[src/rtl/ball_pkg.sv]
// Shared constants for the ball frame writer and the display peripheral:
// table limits, words per ball and the register address layout.
package ball_pkg;
   localparam int NBALLS_MAX     = 10;
   localparam int WORDS_PER_BALL = 3;
   localparam int IDX_W          = $clog2(NBALLS_MAX);
   localparam int ADDR_W         = 5;
   localparam int DATA_W         = 17;

   localparam logic [1:0] WORD_X    = 2'd0;
   localparam logic [1:0] WORD_Y    = 2'd1;
   localparam logic [1:0] WORD_SIZE = 2'd2;

   typedef enum logic {ST_IDLE, ST_WRITE} state_e;

   // Register word address of field 'word' of ball 'idx'.
   function automatic logic [ADDR_W-1:0] reg_addr(input logic [IDX_W-1:0] idx,
                                                  input logic [1:0]       word);
      return ADDR_W'(int'(idx) * WORDS_PER_BALL + int'(word));
   endfunction
endpackage

[src/rtl/ball_frame_writer_if.sv]
// Avalon-MM write bus from the frame writer to the display register file.
interface ball_frame_writer_if;
   import ball_pkg::*;
   logic [ADDR_W-1:0] avm_address;
   logic [DATA_W-1:0] avm_writedata;
   logic              avm_write;
   logic              avm_chipselect;
   logic              avm_waitrequest;

   modport master (output avm_address, avm_writedata, avm_write, avm_chipselect,
                   input  avm_waitrequest);
   modport slave  (input  avm_address, avm_writedata, avm_write, avm_chipselect,
                   output avm_waitrequest);
endinterface

[src/rtl/ball_dirty_scan.sv]
// Priority encoder: lowest set dirty bit at or above start_i, or none_o.
module ball_dirty_scan
   import ball_pkg::*;
#(
   parameter int N = 10
) (
   input  logic [N-1:0]     dirty_i,
   input  logic [IDX_W-1:0] start_i,
   output logic [IDX_W-1:0] idx_o,
   output logic             none_o
);
   always_comb begin
      idx_o  = '0;
      none_o = 1'b1;
      // Descending walk so the lowest qualifying index is the last assignment.
      for (int i = N - 1; i >= 0; i--) begin
         if (dirty_i[i] && (IDX_W'(i) >= start_i)) begin
            idx_o  = IDX_W'(i);
            none_o = 1'b0;
         end
      end
   end
endmodule

[src/rtl/ball_frame_writer.sv]
// Shadow table of ball positions; on each VGA vsync fall, bursts the dirty
// entries into the display registers over Avalon-MM.
module ball_frame_writer
   import ball_pkg::*;
#(
   parameter int NBALLS = 10,
   parameter int DW     = 16
) (
   input  logic                 clk,
   input  logic                 reset_n,
   input  logic                 load_valid,
   output logic                 load_ready,
   input  logic [IDX_W-1:0]     load_idx,
   input  logic [DW-1:0]        load_x,
   input  logic [DW-1:0]        load_y,
   input  logic [DW-1:0]        load_size,
   input  logic                 vga_vs,
   ball_frame_writer_if.master  avm,
   output logic                 busy,
   output logic [15:0]          frames_written,
   output logic                 bad_idx
);
   state_e                    state_q, state_d;
   logic [NBALLS-1:0][DW-1:0] x_q, y_q, size_q;
   logic [NBALLS-1:0]         dirty_q, load_mask, scan_vec;
   logic [IDX_W-1:0]          ball_q, ball_d, scan_start, scan_idx;
   logic [1:0]                word_q, word_d;
   logic [15:0]               frames_q, frames_d;
   logic                      vs_q, vs_fall, bad_idx_q;
   logic                      load_acc, idx_ok, scan_none, wr, word_done, last_word;
   logic [DW-1:0]             field;

   assign load_ready = (state_q == ST_IDLE);
   assign load_acc   = load_valid && load_ready;
   assign idx_ok     = (load_idx < IDX_W'(NBALLS));
   assign vs_fall    = vs_q && !vga_vs;
   assign wr         = (state_q == ST_WRITE);
   assign word_done  = wr && !avm.avm_waitrequest;
   assign last_word  = word_done && (word_q == WORD_SIZE);

   always_comb begin
      for (int k = 0; k < NBALLS; k++)
         load_mask[k] = load_acc && (load_idx == IDX_W'(k));
   end

   // IDLE: include a same-cycle load in the search. WRITE: look past current ball.
   assign scan_vec   = wr ? dirty_q : (dirty_q | load_mask);
   assign scan_start = wr ? ball_q + IDX_W'(1) : '0;

   ball_dirty_scan #(.N(NBALLS)) u_scan (
      .dirty_i (scan_vec),
      .start_i (scan_start),
      .idx_o   (scan_idx),
      .none_o  (scan_none)
   );

   always_comb begin
      state_d  = state_q;
      ball_d   = ball_q;
      word_d   = word_q;
      frames_d = frames_q;
      case (state_q)
         ST_IDLE: if (vs_fall && !scan_none) begin
            state_d = ST_WRITE;
            ball_d  = scan_idx;
            word_d  = WORD_X;
         end
         ST_WRITE: if (last_word) begin
            word_d = WORD_X;
            if (scan_none) begin
               state_d  = ST_IDLE;
               ball_d   = '0;
               frames_d = frames_q + 16'd1;
            end else begin
               ball_d = scan_idx;
            end
         end else if (word_done) begin
            word_d = word_q + 2'd1;
         end
         default: state_d = ST_IDLE;
      endcase
   end

   always_ff @(posedge clk or negedge reset_n) begin
      if (!reset_n) begin
         state_q   <= ST_IDLE;
         ball_q    <= '0;
         word_q    <= '0;
         frames_q  <= '0;
         vs_q      <= 1'b1;
         bad_idx_q <= 1'b0;
      end else begin
         state_q   <= state_d;
         ball_q    <= ball_d;
         word_q    <= word_d;
         frames_q  <= frames_d;
         vs_q      <= vga_vs;
         bad_idx_q <= bad_idx_q | (load_acc && !idx_ok);
      end
   end

   always_ff @(posedge clk or negedge reset_n) begin
      if (!reset_n) begin
         x_q     <= '0;
         y_q     <= '0;
         size_q  <= '0;
         dirty_q <= '0;
      end else begin
         for (int k = 0; k < NBALLS; k++) begin
            if (load_mask[k]) begin
               x_q[k]     <= load_x;
               y_q[k]     <= load_y;
               size_q[k]  <= load_size;
               dirty_q[k] <= 1'b1;
            end else if (last_word && (ball_q == IDX_W'(k))) begin
               dirty_q[k] <= 1'b0;
            end
         end
      end
   end

   always_comb begin
      field = '0;
      if (wr) begin
         case (word_q)
            WORD_X:    field = x_q[ball_q];
            WORD_Y:    field = y_q[ball_q];
            WORD_SIZE: field = size_q[ball_q];
            default:   field = '0;
         endcase
      end
   end

   assign avm.avm_write      = wr;
   assign avm.avm_chipselect = wr;
   assign avm.avm_address    = wr ? reg_addr(ball_q, word_q) : '0;
   assign avm.avm_writedata  = DATA_W'(field);

   assign busy           = wr;
   assign frames_written = frames_q;
   assign bad_idx        = bad_idx_q;
endmodule

[src/flat_wrapper.sv]
// flat-port wrapper written by rule: the top's interface ports become plain ports
module ball_frame_writer_flat import ball_pkg::*;
#(
   parameter int NBALLS = 10,
   parameter int DW     = 16
)
  (clk, reset_n, load_valid, load_ready, load_idx, load_x, load_y, load_size, vga_vs, busy, frames_written, bad_idx, avm_avm_address, avm_avm_writedata, avm_avm_write, avm_avm_chipselect, avm_avm_waitrequest);
  ball_frame_writer_if avm_i ();
  input  logic clk;
  input  logic reset_n;
  input  logic load_valid;
  output logic load_ready;
  input  logic [IDX_W-1:0] load_idx;
  input  logic [DW-1:0] load_x;
  input  logic [DW-1:0] load_y;
  input  logic [DW-1:0] load_size;
  input  logic vga_vs;
  output logic busy;
  output logic [15:0] frames_written;
  output logic bad_idx;
  output wire logic [$bits(avm_i.avm_address)-1:0] avm_avm_address;
  output wire logic [$bits(avm_i.avm_writedata)-1:0] avm_avm_writedata;
  output wire logic [$bits(avm_i.avm_write)-1:0] avm_avm_write;
  output wire logic [$bits(avm_i.avm_chipselect)-1:0] avm_avm_chipselect;
  input wire logic [$bits(avm_i.avm_waitrequest)-1:0] avm_avm_waitrequest;
  assign avm_avm_address = avm_i.avm_address;
  assign avm_avm_writedata = avm_i.avm_writedata;
  assign avm_avm_write = avm_i.avm_write;
  assign avm_avm_chipselect = avm_i.avm_chipselect;
  assign avm_i.avm_waitrequest = avm_avm_waitrequest;
  ball_frame_writer #(.NBALLS(NBALLS), .DW(DW)) u_core (.clk(clk), .reset_n(reset_n), .load_valid(load_valid), .load_ready(load_ready), .load_idx(load_idx), .load_x(load_x), .load_y(load_y), .load_size(load_size), .vga_vs(vga_vs), .avm(avm_i), .busy(busy), .frames_written(frames_written), .bad_idx(bad_idx));
endmodule
[config.mk]
export PLATFORM = sky130hd
export DESIGN_NAME = ball_frame_writer_flat
export DESIGN_NICKNAME = d
export VERILOG_FILES = /design/src/rtl/ball_pkg.sv /design/src/rtl/ball_frame_writer_if.sv /design/src/rtl/ball_dirty_scan.sv /design/src/rtl/ball_frame_writer.sv /design/src/flat_wrapper.sv
export SDC_FILE = /design/constraint.sdc
export NUM_CORES = 1
export LEC_CHECK = 0
export ABC_CLOCK_PERIOD_IN_PS = 6500
export BUFFER_PORTS_ARGS = -buffer_cell sky130_fd_sc_hd__buf_2
export CAP_MARGIN = 20
export CORE_MARGIN = 10
export CORE_UTILIZATION = 50
export CTS_CLUSTER_SIZE = 10
export DETAILED_ROUTE_END_ITERATION = 10
export PLACE_DENSITY = 0.74
export SLEW_MARGIN = 25
export SYNTH_ARGS = -nofsm -noshare
export SYNTH_HDL_FRONTEND = slang
export SYNTH_SLANG_ARGS = --single-unit
export TNS_END_PERCENT = 50
[constraint.sdc]
create_clock -name clk -period 6.5 [get_ports clk]
set_clock_uncertainty 0.2 [all_clocks]
set_input_delay 1.3 -clock clk [delete_from_list [all_inputs] [get_ports clk]]
set_output_delay 1.3 -clock clk [all_outputs]
set_load 0.005 [all_outputs]
==> run_results.csv, run 1 <==
group,metric,value,unit
setup_path,cp-start-kind,"flip-flop",
final_layout,ratio_of_cells_with_drive_above_1_in_the_final_layout,0.337,
timing,setup_viol_count_final,0,
worst_hold_path,min_path_type,"flip-flop to flip-flop",
drt,drtPass1Iterations,7,
final_layout,final_area,26600,um^2
placement,routabilityCongestion,0.872,
job,max_cap_viol_count,0,
clock_network,post_cts_resize_count,0,
timing,worstMarginPinSlew,1.12,ns
outcome,outcome,"finished, final reports clean",
pwr,clkPwrFrac,0.231,
drt,detail_route.drc_violations,0,
pwr,p_sw,4.15,mW
final_layout,post_layout_nonfiller_instances,2616,
clock_network,cts-root-to-sink-buffers,3,
timing,setup_tns,0,ns
die,floorplan.rows,80,
drt,detail_route.wirelength,64.2,mm
setup_path,worst-endpoint-arrival,3.85,ns
pwr,power.share.switching,0.337,
setup_path,critPathRequiredTime,5.00,ns
synth,post_synthesis_sequential_area_ratio,0.533,
placement,port_buffers,98,
global_route,grt_usage,0.224,
clock_network,tritoncts,"done",
setup_path,r2r_slack,2.03,ns
synth,syn_nets,2040,
synth,asyncSetResetFlopFracSynth,1.00,
final_layout,antenna-diode-count,0,
timing,finalMaxSlewViolations,0,
clock_network,clock_tree.htree_level_count,2,
synth,syn_area,24200,um^2
die,core_area,47700,um^2
timing,final_period_utilization,0.824,
synth,ys.warnings.count,0,
clock_network,clkSlewWorstSetupHoldPaths,0.06,ns
global_route,grt-ovfl-total,0,
clock_network,tritoncts_num_sinks,515,
placement,place_area,25000,um^2
timing,hold_ws,0.271,ns
clock_network,cts_inserted_buffers,58,
global_route,grt_start_max_net_pins,139,
pwr,power.density_cell_area,463,nW/um^2
drt,dr_total_vias,16000,
die,initial_utilization,0.506,
pwr,ir_drop,0.335,mV
synth,netlist_cell_types,58,
synth,synthCells,1967,
timing,timing.slew.headroom,0.255,
global_route,number_of_global_route_vias_before_repair,16700,
pwr,power.static_leakage,12.7,nW
timing,final_hold_viol_count,0,
setup_path,worst-path-max-fanout,43,
drt,avgRoutedWirePerCell,24.5,um
final_layout,fin_nets,2059,
pwr,share_of_power_burned_in_combinational_logic,0.347,
drt,post_drt_via_cell_ratio,6.10,
synth,ys_seq_elements,515,
final_layout,areaGrowthSynthToFinish,9.85,%
setup_path,critPathCaptureType,"primary output",
pwr,seq_pwr_share,0.423,
die,die_area,57500,um^2
placement,place.detailed.instances,2540,
timing,clock.fmax,187,MHz
global_route,initial_antenna_violation_count,8,
setup_path,worst-setup-path-type,"flip-flop to primary output",
die,io_pins,100,
pwr,power_report.internal_total,8.15,mW
clock_network,cts_post_setup_buffers_inserted,0,
drt,detail-route-antenna-nets,0,
synth,average_cell_area_after_synthesis,12.3,um^2
synth,synth-main-ff-cell,"dfrtp_1",
timing,unrepaired_setup_endpoints_after_global_routing,"false",
timing,fin_crit,5.35,ns
die,dieWidth,240,um
global_route,grt_first_pass_wirelength,99.8,mm
clock_network,ctsRootBufferMaster,"clkbuf_16",
clock_network,worstSkewPairLatency,0.61,ns
clock_network,cts.hold.buffers_added,0,
placement,detailedPlacementHpwl,39.2,mm
die,dieHeight,240,um
synth,synth_edf_count,0,
final_layout,fillerInstances,3861,
drt,first_iter_violations,1609,
-- placed cells by master (no fill, tap or decap), drive strengths merged, types with 6 or more instances in the layout --
master / Yosys / layout
ha: 14 / 14
xnor2: 11 / 11
and2: 7 / 7
o21ai: 55 / 55
dfrtp: 514 / 514
a21oi: 28 / 28
mux2i: 51 / 51
xor2: 7 / 7
o221a: 6 / 6
buf: 89 / 132
a222oi: 8 / 8
inv: 6 / 7
and3: 11 / 11
a31oi: 6 / 6
a22oi: 14 / 14
nand3: 16 / 16
clkbuf: 84 / 70
nor2: 37 / 37
nand2: 489 / 489
mux2: 354 / 354
mux4: 96 / 96
-- worst paths after layout --
kind	startpoint	end	cells after the start
min in group asynchronous	reset_n	u_core.x_q[76]	1
hold / removal	u_core.frames_written[15]	u_core.frames_written[15]	1
max in group asynchronous	reset_n	u_core.y_q[28]	3
setup / recovery	u_core.ball_q[1]	avm_avm_address[3]	7
setup reg to reg	u_core.ball_q[1]	u_core.ball_q[3]	9
hold reg to reg	u_core.frames_written[15]	u_core.frames_written[15]	1
-- through the flow --
stage	worst slack, ns	power [mW]	util
final	1.15	12.3	0.556
after global routing	1.04	13.0	0.556
after CTS	0.924	12.3	0.556
after global placement	1.71	9.24	0.523
after detailed placement	1.59	9.47	0.523
after floorplan	2.35	8.03	-
-- cells in the mapped netlist (all sizes together), types with 3 or more instances --
cell type,n,area (um^2)
nor3,4,20.0
nand2,489,1840
mux2i,51,510
nor3b,3,22.5
xor2,7,61.3
inv,6,22.5
a222oi,8,80.1
buf,89,539
and3,11,68.8
xnor2,11,96.3
a2bb2oi,3,26.3
o221a,6,67.6
nor2,37,146
nand3,16,80.1
a21o,4,30.0
mux2,354,3990
nand2b,5,31.3
o21ai,55,275
a22oi,14,105
o21a,5,37.5
clkbuf,84,320
a31oi,6,37.5
o22ai,5,31.3
ha,14,175
dfrtp,514,12900
nor4,3,48.8
nor2b,5,31.3
and2,7,43.8
mux4,96,2160
a21oi,28,140
-- layout make-up --
class                      count  area, um^2  share of cell area
timing repair buffer         132         851              0.0320
multi-input combinational   1272       10500               0.394
clock buffer                  70        1510              0.0567
tap                          615         769              0.0290
inverter                       7        26.3            0.000989
clock inverter                 5        51.3             0.00193
sequential                   515       12900               0.486
-- power groups by stage --
stage	clock network [mW]	logic (mW)	registers, mW
floorplan	0	3.19	4.84
global placement	0	4.11	5.13
detailed placement	0	4.24	5.23
CTS	2.88	4.26	5.18
global route	3.02	4.60	5.34
finish	2.84	4.26	5.20
-- logic make-up after synthesis --
group                    Yosys count  share of synthesized area
flip-flops                       515                      0.533
AO/OA/AOI/OAI                    149                     0.0396
adder cells (fa/ha/maj)           16                    0.00890
multiplexers                     501                      0.275
AND/OR/NAND/NOR                  587                     0.0996
XOR/XNOR                          18                    0.00652
other                              1                   0.000155
buffers and inverters            180                     0.0366
-- layer usage --
metal / GRT usage / up-vias / part of all wire
met1: 0.305 / 8387 / 0.43
met4: 0.0665 / 12 / 0.025
li1: - / 6840 / -
met5: 0 / - / 0.0010
met3: 0.0413 / 119 / 0.074
met2: 0.362 / 603 / 0.47
-- registers in the layout, summed over array words and instances, names as in the netlist --
register                   cells
u_core.x_q                   160
u_core.avm.avm_chipselect      1
u_core.y_q                   160
u_core.vs_q                    1
u_core.size_q                160
u_core.bad_idx                 1
u_core.frames_written         16
u_core.dirty_q                10
u_core.word_q                  2
u_core.ball_q                  4
-- critical path: stages (launching register included) --
cell and delay, ns:
dfrtp_4 0.91, buf_4 0.66, fa_1 0.55, ha_1 0.24, fa_1 0.40, xnor2_1 0.14, nor2_1 0.11, buf_2 0.13
(Power assumes the default switching activity.)
==> inputs of run 2 (changes only) <==
Settings changed: ABC_CLOCK_PERIOD_IN_PS 6500 to 5300.
Clock period 6.5 ns to 5.3 ns, I/O delays scaled along.
==> run 2 against run 1 <==
  * Via count grew 0.77%
  * Largest cell class unchanged
  * Final area grew 0.31%
  * Cell count grew 0.73%
  * Largest power group unchanged
  * Register-to-register slack lost 0.89 ns
  * Highest routed layer unchanged
  * Setup slack lost 0.71 ns
  * Wire length grew 1.9%
  * Die area is the same
  * Clock power grew 22%
  * Sequential share of layout area shrank 0.15 points
==> run_results.csv, run 2 (same netlist as run 1, synthesis figures left out) <==
group,metric,value,unit
clock_network,cts_inserted_buffers,57,
drt,drtPass1Iterations,7,
setup_path,setup.worst_path.start,"u_core.ball_q[0]",
die,io_pins,100,
placement,post-place-ws,1.14,ns
global_route,grt-ovfl-total,0,
clock_network,tritoncts,"done",
setup_path,timing.rr.end,"u_core.ball_q[1]",
drt,avgRoutedWirePerCell,24.8,um
die,dieWidth,240,um
timing,setup_viol_count_final,0,
global_route,grt_usage,0.227,
clock_network,clkSlewWorstSetupHoldPaths,0.06,ns
outcome,outcome,"finished, final reports clean",
setup_path,r2r_slack,1.14,ns
placement,detailedPlacementHpwl,38.9,mm
die,initial_utilization,0.506,
global_route,initial_antenna_violation_count,15,
placement,place.detailed.instances,2549,
job,max_cap_viol_count,0,
setup_path,crit_path_end,"avm_avm_writedata[5]",
drt,detail_route.drc_violations,0,
setup_path,worst-r2r-cell-count,9,
setup_path,critPathCaptureType,"primary output",
drt,first_iter_violations,1754,
final_layout,mostFrequentLayoutCell,"dfrtp_1",
die,core_area,47700,um^2
global_route,grt_first_pass_wirelength,99.8,mm
final_layout,most_frequent_cells_in_the_layout,"512 x dfrtp_1, 485 x nand2_1, 351 x mux2_2",
global_route,number_of_global_route_vias_before_repair,16400,
timing,final_critical_path_setup_slack,0.442,ns
die,dieHeight,240,um
clock_network,tritoncts_num_sinks,515,
pwr,power.density_cell_area,565,nW/um^2
placement,port_buffers,98,
clock_network,worstSkewPairLatency,0.61,ns
final_layout,ratio_of_cells_with_drive_above_1_in_the_final_layout,0.337,
setup_path,cp-start-kind,"flip-flop",
clock_network,clock_tree.htree_level_count,2,
timing,timing.slew.headroom,0.305,
final_layout,fillerInstances,3892,
clock_network,cts-root-to-sink-buffers,3,
clock_network,cts.hold.buffers_added,0,
global_route,grt_start_max_net_pins,114,
drt,post_drt_via_cell_ratio,6.10,
final_layout,post_layout_nonfiller_instances,2635,
pwr,ir_drop,0.321,mV
final_layout,fin_nets,2067,
timing,final_hold_viol_count,0,
final_layout,reg_area,12900,um^2
setup_path,worst-setup-path-type,"flip-flop to primary output",
drt,dr_total_vias,16100,
setup_path,critPathRequiredTime,4.04,ns
final_layout,area_occupied_by_multi_input_gates,10500,um^2
pwr,power.static_leakage,12.8,nW
final_layout,areaGrowthSynthToFinish,10.2,%
setup_path,rr_startpoint,"u_core.ball_q[1]",
timing,fin_crit,4.86,ns
final_layout,reg.largest.list,"u_core.size_q x160, u_core.x_q x160, u_core.y_q x160",
timing,finalMaxSlewViolations,0,
clock_network,post_cts_resize_count,0,
timing,final_period_utilization,0.917,
die,die_area,57500,um^2
setup_path,worst-path-max-fanout,38,
timing,unrepaired_setup_endpoints_after_global_routing,"false",
setup_path,worst-endpoint-arrival,3.60,ns
clock_network,ctsRootBufferMaster,"clkbuf_16",
drt,detail_route.wirelength,65.4,mm
placement,routabilityCongestion,0.840,
drt,detail-route-antenna-nets,0,
timing,clock.fmax,206,MHz
clock_network,cts_post_setup_buffers_inserted,0,
timing,setup_tns,0,ns
die,floorplan.rows,80,
timing,worstMarginPinSlew,1.04,ns
worst_hold_path,min_path_type,"input pin to asynchronous set/reset pin",
[run 2: cell count changes in the layout (fill, tap and decap cells not counted), sizes merged]
cell | before | now
clkinv | 5 | 1
buf | 132 | 141
diode | 0 | 10
clkbuf | 70 | 74
[run 2: cell type report]
cell class | instances | area share
Multi-Input combinational cell | 1272 | 0.392
Sequential cell | 515 | 0.484
Inverter | 7 | 0.000986
Antenna cell | 10 | 0.000939
Clock buffer | 74 | 0.0575
Clock inverter | 1 | 0.000329
Tap cell | 615 | 0.0289
Timing Repair Buffer | 141 | 0.0349
[run 2: worst min path at each step]
stage                            startpoint                       end  slack (ns)  depth (start not counted)
after floorplan             u_core.x_q[145]           u_core.x_q[145]        0.24                          2
after global placement       u_core.y_q[62]            u_core.y_q[62]        0.25                          2
after detailed placement  u_core.size_q[63]         u_core.size_q[63]        0.26                          2
after CTS                 u_core.size_q[63]         u_core.size_q[63]        0.27                          2
after global routing                reset_n  u_core.frames_written[7]        0.11                          1
final                               reset_n  u_core.frames_written[7]        0.11                          1
[run 2: critical path: stages, from the launching register on]
cell     delay (ns)
dfrtp_4        0.77
buf_12         0.35
mux4_2         0.54
a22oi_1        0.21
a21oi_1        0.11
a31oi_1        0.45
o221a_2        0.29
nor2_1         0.06
buf_2          0.18
[run 2: where the power goes]
part	total, mW	internal [mW]	switching [mW]	leakage (nW)
Combinational	5.26	2.67	2.59	5.25
Sequential	6.33	5.39	0.947	6.76
Clock	3.47	1.98	1.49	0.749
[run 2: per-stage QoR]
step           power, mW  hold slack [ns]  cell area, um^2  utilization
6_report            15.1            0.106            26600        0.558
5_1_grt             15.9            0.107            26600        0.558
4_1_cts             15.1            0.272            26600        0.557
3_3_place_gp        11.3            0.252            25000        0.525
3_5_place_dp        11.6            0.258            25000        0.525
2_1_floorplan       9.85            0.240            24200            -
[run 2: layer usage]
metal / part of all wire / up-vias / GRT usage
li1: - / 6898 / -
met1: 0.42 / 8421 / 0.300
met2: 0.47 / 622 / 0.357
met3: 0.086 / 131 / 0.0589
met4: 0.031 / 12 / 0.0805
met5: 0.0013 / - / 0
